[config.mk]
export PLATFORM = sky130hd
export DESIGN_NAME = acs_stage_flat
export DESIGN_NICKNAME = d
export VERILOG_FILES = /design/src/rtl/acs_pkg.sv /design/src/rtl/acs_stage_if.sv /design/src/rtl/acs_cell.sv /design/src/rtl/acs_stage.sv /design/src/flat_wrapper.sv
export SDC_FILE = /design/constraint.sdc
export NUM_CORES = 1
export LEC_CHECK = 0
export CAP_MARGIN = 30
export CORE_MARGIN = 1.5
export CORE_UTILIZATION = 30
export DETAILED_ROUTE_END_ITERATION = 7
export DONT_BUFFER_PORTS = 1
export HOLD_SLACK_MARGIN = 0.15
export PLACE_DENSITY = 0.48
export SLEW_MARGIN = 25
export SYNTH_ARGS = -nofsm -noshare
export SYNTH_HDL_FRONTEND = slang
export SYNTH_HIERARCHICAL = 1
export SYNTH_SLANG_ARGS = --single-unit
[constraint.sdc]
create_clock -name i_clk -period 3.36 [get_ports i_clk]
set_input_delay 0.336 -clock i_clk [delete_from_list [all_inputs] [get_ports i_clk]]
set_output_delay 0.336 -clock i_clk [all_outputs]
set_load 0.03 [all_outputs]
[src/rtl/acs_pkg.sv]
// Purpose: shared constants, types and trellis tables for the 4-state ACS stage.
// Latency: n/a (package only).
// Backpressure: n/a; no ports. Holds state count, default widths and the
//               predecessor/branch index tables that wire the ACS cells.
package acs_pkg;

    localparam int NUM_STATES = 4;
    localparam int BM_W_DEF   = 2;
    localparam int PM_W_DEF   = 4;

    typedef logic [BM_W_DEF-1:0] bm_t;
    typedef logic [PM_W_DEF-1:0] pm_t;

    // State s is reached from predecessors {0,1} (s even) or {2,3} (s odd).
    // The "a" candidate is always the even predecessor, so it wins ties.
    localparam int PRED_A [NUM_STATES] = '{0, 2, 0, 2};
    localparam int PRED_B [NUM_STATES] = '{1, 3, 1, 3};

    // Branch metric index (received-symbol hypothesis) used on each transition.
    localparam int BR_A [NUM_STATES] = '{0, 2, 3, 1};
    localparam int BR_B [NUM_STATES] = '{3, 1, 0, 2};

endpackage

[src/rtl/acs_stage_if.sv]
// Purpose: bundles the branch-metric input side and path-metric/decision output side.
// Latency: n/a (signal bundle only).
// Backpressure: none; i_valid qualifies inputs, o_valid qualifies outputs.
// Ports: i_valid, i_BM_0..3 (towards ACS), o_PM_0..3, o_dec, o_valid (from ACS).
//        master = branch metric unit side, slave = ACS stage.
interface acs_stage_if #(
    parameter int BM_W = 2,
    parameter int PM_W = 4
);
    logic            i_valid;
    logic [BM_W-1:0] i_BM_0;
    logic [BM_W-1:0] i_BM_1;
    logic [BM_W-1:0] i_BM_2;
    logic [BM_W-1:0] i_BM_3;
    logic [PM_W-1:0] o_PM_0;
    logic [PM_W-1:0] o_PM_1;
    logic [PM_W-1:0] o_PM_2;
    logic [PM_W-1:0] o_PM_3;
    logic [3:0]      o_dec;
    logic            o_valid;

    modport master (
        output i_valid, i_BM_0, i_BM_1, i_BM_2, i_BM_3,
        input  o_PM_0, o_PM_1, o_PM_2, o_PM_3, o_dec, o_valid
    );

    modport slave (
        input  i_valid, i_BM_0, i_BM_1, i_BM_2, i_BM_3,
        output o_PM_0, o_PM_1, o_PM_2, o_PM_3, o_dec, o_valid
    );
endinterface

[src/rtl/acs_cell.sv]
// Purpose: one add-compare-select butterfly half: two candidate sums, pick the smaller.
// Latency: combinational.
// Backpressure: none.
// Ports: pm_a_i/pm_b_i predecessor metrics, bm_a_i/bm_b_i branch metrics,
//        sel_o selected sum (one bit wider, never wraps), dec_o 1 = b chosen.
module acs_cell #(
    parameter int BM_W = 2,
    parameter int PM_W = 4
) (
    input  logic [PM_W-1:0] pm_a_i,
    input  logic [PM_W-1:0] pm_b_i,
    input  logic [BM_W-1:0] bm_a_i,
    input  logic [BM_W-1:0] bm_b_i,
    output logic [PM_W:0]   sel_o,
    output logic            dec_o
);
    logic [PM_W:0] cand_a;
    logic [PM_W:0] cand_b;

    assign cand_a = {1'b0, pm_a_i} + {{(PM_W+1-BM_W){1'b0}}, bm_a_i};
    assign cand_b = {1'b0, pm_b_i} + {{(PM_W+1-BM_W){1'b0}}, bm_b_i};

    // Strict less-than: a tie keeps the a candidate.
    assign dec_o = (cand_b < cand_a);
    assign sel_o = dec_o ? cand_b : cand_a;
endmodule

[src/rtl/acs_stage.sv]
// Purpose: 4-state Viterbi ACS stage: registered branch metrics, path-metric feedback.
// Latency: BM accepted at edge n drives o_PM/o_dec in cycle n+1; o_valid one cycle.
// Backpressure: none; i_valid=0 freezes bm/pm registers, no ready signal.
// Ports: i_clk, i_rst (sync, active-high), bus (acs_stage_if.slave):
//        i_valid, i_BM_0..3 in; o_PM_0..3, o_dec, o_valid out.
// Build option: ACS_NORM_EN subtracts the minimum selected metric before saturation.
module acs_stage
    import acs_pkg::*;
#(
    parameter int BM_W = BM_W_DEF,
    parameter int PM_W = PM_W_DEF
) (
    input  logic        i_clk,
    input  logic        i_rst,
    acs_stage_if.slave  bus
);
    logic [BM_W-1:0]       bm_in  [NUM_STATES];
    logic [BM_W-1:0]       bm_q   [NUM_STATES];
    logic [BM_W-1:0]       bm_d   [NUM_STATES];
    logic [PM_W-1:0]       pm_q   [NUM_STATES];
    logic [PM_W-1:0]       pm_d   [NUM_STATES];
    logic [PM_W-1:0]       pm_nxt [NUM_STATES];
    logic [PM_W:0]         sel    [NUM_STATES];
    logic [PM_W:0]         adj    [NUM_STATES];
    logic [NUM_STATES-1:0] dec;
    logic                  valid_q;

    assign bm_in[0] = bus.i_BM_0;
    assign bm_in[1] = bus.i_BM_1;
    assign bm_in[2] = bus.i_BM_2;
    assign bm_in[3] = bus.i_BM_3;

    for (genvar s = 0; s < NUM_STATES; s++) begin : g_cell
        acs_cell #(
            .BM_W (BM_W),
            .PM_W (PM_W)
        ) u_cell (
            .pm_a_i (pm_q[PRED_A[s]]),
            .pm_b_i (pm_q[PRED_B[s]]),
            .bm_a_i (bm_q[BR_A[s]]),
            .bm_b_i (bm_q[BR_B[s]]),
            .sel_o  (sel[s]),
            .dec_o  (dec[s])
        );
    end

`ifdef ACS_NORM_EN
    logic [PM_W:0] sel_min;

    always_comb begin
        sel_min = sel[0];
        for (int s = 1; s < NUM_STATES; s++) begin
            if (sel[s] < sel_min) begin
                sel_min = sel[s];
            end
        end
        for (int s = 0; s < NUM_STATES; s++) begin
            adj[s] = sel[s] - sel_min;
        end
    end
`else
    always_comb begin
        for (int s = 0; s < NUM_STATES; s++) begin
            adj[s] = sel[s];
        end
    end
`endif

    // adj is PM_W+1 bits, so its MSB set means it exceeds the PM_W-bit maximum.
    always_comb begin
        for (int s = 0; s < NUM_STATES; s++) begin
            pm_nxt[s] = adj[s][PM_W] ? {PM_W{1'b1}} : adj[s][PM_W-1:0];
        end
    end

    always_comb begin
        for (int s = 0; s < NUM_STATES; s++) begin
            bm_d[s] = bus.i_valid ? bm_in[s]  : bm_q[s];
            pm_d[s] = bus.i_valid ? pm_nxt[s] : pm_q[s];
        end
    end

    always_ff @(posedge i_clk) begin
        if (i_rst) begin
            valid_q <= 1'b0;
            for (int s = 0; s < NUM_STATES; s++) begin
                bm_q[s] <= '0;
                pm_q[s] <= '0;
            end
        end else begin
            valid_q <= bus.i_valid;
            for (int s = 0; s < NUM_STATES; s++) begin
                bm_q[s] <= bm_d[s];
                pm_q[s] <= pm_d[s];
            end
        end
    end

    assign bus.o_PM_0  = pm_nxt[0];
    assign bus.o_PM_1  = pm_nxt[1];
    assign bus.o_PM_2  = pm_nxt[2];
    assign bus.o_PM_3  = pm_nxt[3];
    assign bus.o_dec   = dec;
    assign bus.o_valid = valid_q;
endmodule

[src/flat_wrapper.sv]
// flat-port wrapper written by rule: the top's interface ports become plain ports
module acs_stage_flat import acs_pkg::*;
#(
    parameter int BM_W = BM_W_DEF,
    parameter int PM_W = PM_W_DEF
)
  (i_clk, i_rst, bus_i_valid, bus_i_BM_0, bus_i_BM_1, bus_i_BM_2, bus_i_BM_3, bus_o_PM_0, bus_o_PM_1, bus_o_PM_2, bus_o_PM_3, bus_o_dec, bus_o_valid);
  acs_stage_if #(.BM_W(BM_W), .PM_W(PM_W)) bus_i ();
  input  logic i_clk;
  input  logic i_rst;
  input wire logic [$bits(bus_i.i_valid)-1:0] bus_i_valid;
  input wire logic [$bits(bus_i.i_BM_0)-1:0] bus_i_BM_0;
  input wire logic [$bits(bus_i.i_BM_1)-1:0] bus_i_BM_1;
  input wire logic [$bits(bus_i.i_BM_2)-1:0] bus_i_BM_2;
  input wire logic [$bits(bus_i.i_BM_3)-1:0] bus_i_BM_3;
  output wire logic [$bits(bus_i.o_PM_0)-1:0] bus_o_PM_0;
  output wire logic [$bits(bus_i.o_PM_1)-1:0] bus_o_PM_1;
  output wire logic [$bits(bus_i.o_PM_2)-1:0] bus_o_PM_2;
  output wire logic [$bits(bus_i.o_PM_3)-1:0] bus_o_PM_3;
  output wire logic [$bits(bus_i.o_dec)-1:0] bus_o_dec;
  output wire logic [$bits(bus_i.o_valid)-1:0] bus_o_valid;
  assign bus_i.i_valid = bus_i_valid;
  assign bus_i.i_BM_0 = bus_i_BM_0;
  assign bus_i.i_BM_1 = bus_i_BM_1;
  assign bus_i.i_BM_2 = bus_i_BM_2;
  assign bus_i.i_BM_3 = bus_i_BM_3;
  assign bus_o_PM_0 = bus_i.o_PM_0;
  assign bus_o_PM_1 = bus_i.o_PM_1;
  assign bus_o_PM_2 = bus_i.o_PM_2;
  assign bus_o_PM_3 = bus_i.o_PM_3;
  assign bus_o_dec = bus_i.o_dec;
  assign bus_o_valid = bus_i.o_valid;
  acs_stage #(.BM_W(BM_W), .PM_W(PM_W)) u_core (.i_clk(i_clk), .i_rst(i_rst), .bus(bus_i));
endmodule
* Yosys cells after proc, flatten, opt, wreduce, memory -nomap -nowiden *
Memories as Yosys holds them, arrays and structs flattened.
Cells that the tools add are included.

word-level totals
  bits in registers = 1
  RAM bits = 24
  bits of input ports = 11
  output and inout bits = 21
  memories kept = 2

memories
  name         depth  width  read ports  clocked after memory_dff  write ports  RTL line         source
  u_core.pm_q  4      4      4           0                         4            acs_stage.sv:20  logic [PM_W-1:0] pm_q [NUM_STATES];
  u_core.bm_q  4      2      4           0                         4            acs_stage.sv:18  logic [BM_W-1:0] bm_q [NUM_STATES];

operators by class
  add/sub/neg operators = 8
  order comparisons = 4
  multiplexer cells = 27
  bitwise logic cells = 8

operator list
  kind                                    number
  4-bit two-way mux                       12
  4-bit by 2-bit adder with 5-bit output  8
  5-bit less-than comparator              4
  5-bit two-way mux                       4
  2-bit two-way mux                       8
  1-bit bitwise OR                        8
  1-bit two-way mux                       3

* Logic depth before layout (Yosys ltp) *
  word-level depth = 6
  depth in mapped cells = 12
  gate-level depth less buffers = 12

* Modules after synthesis *
Netlist, hierarchy kept.

by module, submodules not included
  module     instances  cells an instance  area an instance (µm²)
  acs_cell   4          40                 362.8
  acs_stage  1          114                1114.8

* Worst setup path before layout *
OpenSTA, ideal clock, no wires.

  path type = register -> output
  start point = memory u_core.pm_q[3][0]
  end point = output bus_o_PM_1[0]
  data arrival time = 2.831 ns
  data required time = 3.024 ns
  setup slack = 0.193 ns
  stages on the path, launching flop included = 12
  path buffers = 0
  path through = dfxtp_1 ha_1 inv_1 fa_1 or2_2 inv_1 ha_1 a21o_2 a31oi_4 mux2i_1 nor2_1 inv_1

RTL lines
  element      RTL line            source
  from (decl)  acs_stage.sv:20
  to (decl)    flat_wrapper.sv:17  output wire logic [$bits(bus_i.o_PM_1)-1:0] bus_o_PM_1;

==> results.cfg <==
[final_layout]
nFillCells = 823
fin_nets = 357
regArea_um2 = 513.0
fin_area_um2 = 3390
syn_to_final_growth_pct = 32.08
multi_input_area_um2 = 2183
drive_above_1_share_pct = 55.41
num_antenna_cells = 0

[logic_synthesis]
synth_area_leaders = dfxtp_1 (20%), ha_1 (16%), mux2i_1 (9.4%)
yosys.area.top_type = dfxtp_1
syn_inst = 274
ys_types = 26
synth_top_flop_cell = dfxtp_1
post-synth-top-count-cell = inv_1
async_flop_share_pct = 0
syn_nets = 325
yosys_warnings = 6
yosysSeqAreaShare_pct = 19.50
yosys-top-cells-count = inv_1 (48), ha_1 (32), dfxtp_1 (25), nor2_1 (25), mux2i_1 (24)
synth_area_um2 = 2566
synth-edff-count = 0
yosys_register_bits = 25
syn_area_per_cell_um2 = 9.366
yosys.area.top_type_share_pct = 19.50

[detailed_routing]
post_drt_via_cell_ratio = 4.615
drc = 0
drt_first_pass_iters = 4
num_vias = 1892
wirelength_mm = 6.152
wl_per_cell_um = 15.00
ant_nets = 0
drt-initial-drc-count = 41

[timing]
skew_ns = 0.01095
hold_viol = 0
tightest_slew_ns = 0.5929
drv_slew = 0
finalSetupViolations = 0
holdWs_ns = 0.1600
relSlewSlack_pct = 60.34
max_freq_mhz = 305.9
period_share_pct = 97.28
fin_crit_ns = 3.269
setup_tns_ns = 0

[setup_path]
r2r_setup_slack_ns = 0.12
worstSetupEndpointType = primary output
worstSetupPathType = register to primary output
cpPeakStageDelay_ns = 0.43
required_ns = 3.02
startpoint_type = register
critPathArrivalTime_ns = 2.93
cp_max_fo = 4
slowest_stage = fa_1
regToRegStartpoint = u_core/pm_q[3][0]$_SDFFE_PP0P_
reg2reg_to = u_core/pm_q[1][1]$_SDFFE_PP0P_
r2r_cells = 13
path_cells = ha_1, fa_1, xnor2_2, ha_4, a21oi_4, o21ai_2, a31oi_4, buf_6, mux2i_2, nor2_2, inv_2

[min_path]
holdCritPathClass = primary input to register
hold_end = u_core/pm_q[1][3]$_SDFFE_PP0P_
whs_path_depth = 1
hp-start = bus_i_valid

[status]
outcome = completed

[power]
power_w = 0.001697
leakage_nw = 1.498
ir_drop_v = 0.0002681
powerDensity_nw_per_um2 = 500.6

[global_routing]
grt_max_degree = 34
grt-ovfl-total = 0
antenna_found_initial = 0
grt_pass1_wl_mm = 9.708
grt_pass1_vias = 1902
track_usage_pct = 13.86

[clock_tree]
path_clk_slew_ns = 0.08
numCtsBuffers = 3
clk_path_buf_depth = 2
cts.sinks = 25
ctsHtreeMaxLevel = 1
clk_latency_ns = 0.27
cts_tree = done
cts_root_buf = clkbuf_8

[placement]
detailed_place.area_um2 = 2715
port_buffers = 0
place_congestion = 0.7980
hpwl_mm = 4.431

[die]
io_pins = 32
fp.dieH_um = 95.49
dieArea_um2 = 9118
fp.dieW_um = 95.49
initial_core_util_pct = 31.08
core_area_um2 = 8258
core.rowCount = 33

[job]
cap_violations = 0
-- layout by cell type, fill, tap and decap left out, types with 9 or more instances in the layout --
| master | synthesis | layout |
|---|---|---|
| inv_1 | 48 | 28 |
| nor2_2 | 15 | 27 |
| buf_4 | 1 | 24 |
| ha_1 | 32 | 20 |
| inv_2 | 0 | 17 |
| dfxtp_1 | 25 | 17 |
| mux2i_1 | 24 | 16 |
| a211oi_2 | 15 | 15 |
| nand2_1 | 12 | 12 |
| nor2_1 | 25 | 9 |
| nor2b_1 | 9 | 9 |
| ha_4 | 0 | 9 |
-- worst max-delay path by stage --
| stage | startpoint | slack, ns | endpoint | depth (start not counted) |
|---|---|---|---|---|
| detailed placement | u_core/pm_q[1][0]$_SDFFE_PP0P_ | 0.05 | bus_o_PM_0[0] | 11 |
| global route | u_core/bm_q[3][1]$_SDFFE_PP0P_ | -0.04 | bus_o_PM_0[3] | 13 |
| global placement | u_core/bm_q[3][0]$_SDFFE_PP0P_ | 0.02 | bus_o_PM_0[0] | 12 |
| CTS | u_core/bm_q[0][0]$_SDFFE_PP0P_ | 0.005 | bus_o_PM_0[2] | 11 |
| floorplan | u_core/pm_q[3][0]$_SDFFE_PP0P_ | 0.19 | bus_o_PM_1[0] | 11 |
| finish | u_core/pm_q[0][0]$_SDFFE_PP0P_ | 0.09 | bus_o_PM_2[2] | 11 |
-- metal layers --
metal	track usage [%]	part of all wire, %	up-vias
met1	18.99	48	912
met2	23.58	49	17
li1	-	-	961
met4	2.206	0.31	0
met5	0	0	-
met3	1.675	2.5	2
-- power breakdown --
group | switching (W) | internal, W
combinational | 0.000627 | 0.000504
clock | 0.0000990 | 0.0000849
sequential | 0.0000550 | 0.000327
total | 0.000781 | 0.000916
-- sequential cells by signal (all words and copies together), names as in the netlist --
| register | count |
|---|---|
| u_core/bm_q | 8 |
| u_core/pm_q | 16 |
| u_core/bus.o_valid | 1 |
-- timing repair --
item / in CTS / in global routing
buffers inserted: 9 / 9
hold buffers: 4 / 1
setup endpoints to repair: 16 / 17
pin swaps: 1 / 12
gates resized for setup: 60 / 48
hold endpoints to repair: 25 / 2
-- per-stage QoR --
stage / util [%] / worst slack, ns / cells
floorplan: - / 0.1934 / 274
global placement: 32.88 / 0.01689 / 383
detailed placement: 32.88 / 0.05087 / 383
CTS: 36.91 / 0.004704 / 400
global route: 41.05 / -0.04047 / 410
finish: 41.05 / 0.09144 / 410
-- worst max-delay path: cells and delay by family, from the launching register on --
kind            cells  cell delay [ns]
compound gates      3             0.46
fa+ha+maj           3             0.93
xor+xnor            1             0.28
simple gates        1             0.08
flops               1             0.35
mux                 1             0.23
buf+inv             2             0.34
-- layout make-up --
| class | instances | area share [%] |
|---|---|---|
| timing repair buffer | 35 | 9.708 |
| tap | 105 | 3.876 |
| multi-input combinational | 193 | 64.41 |
| clock buffer | 4 | 1.329 |
| sequential | 25 | 15.13 |
| inverter | 48 | 5.537 |
-- logic make-up after synthesis --
family / after synthesis / share of synthesized area [%]
compound gates: 40 / 18.14
buf+inv: 56 / 10.34
fa+ha+maj: 40 / 21.84
simple gates: 69 / 13.02
xor+xnor: 16 / 5.461
mux: 28 / 11.70
flops: 25 / 19.50
Note: power is estimated with default switching activity, not from simulation.
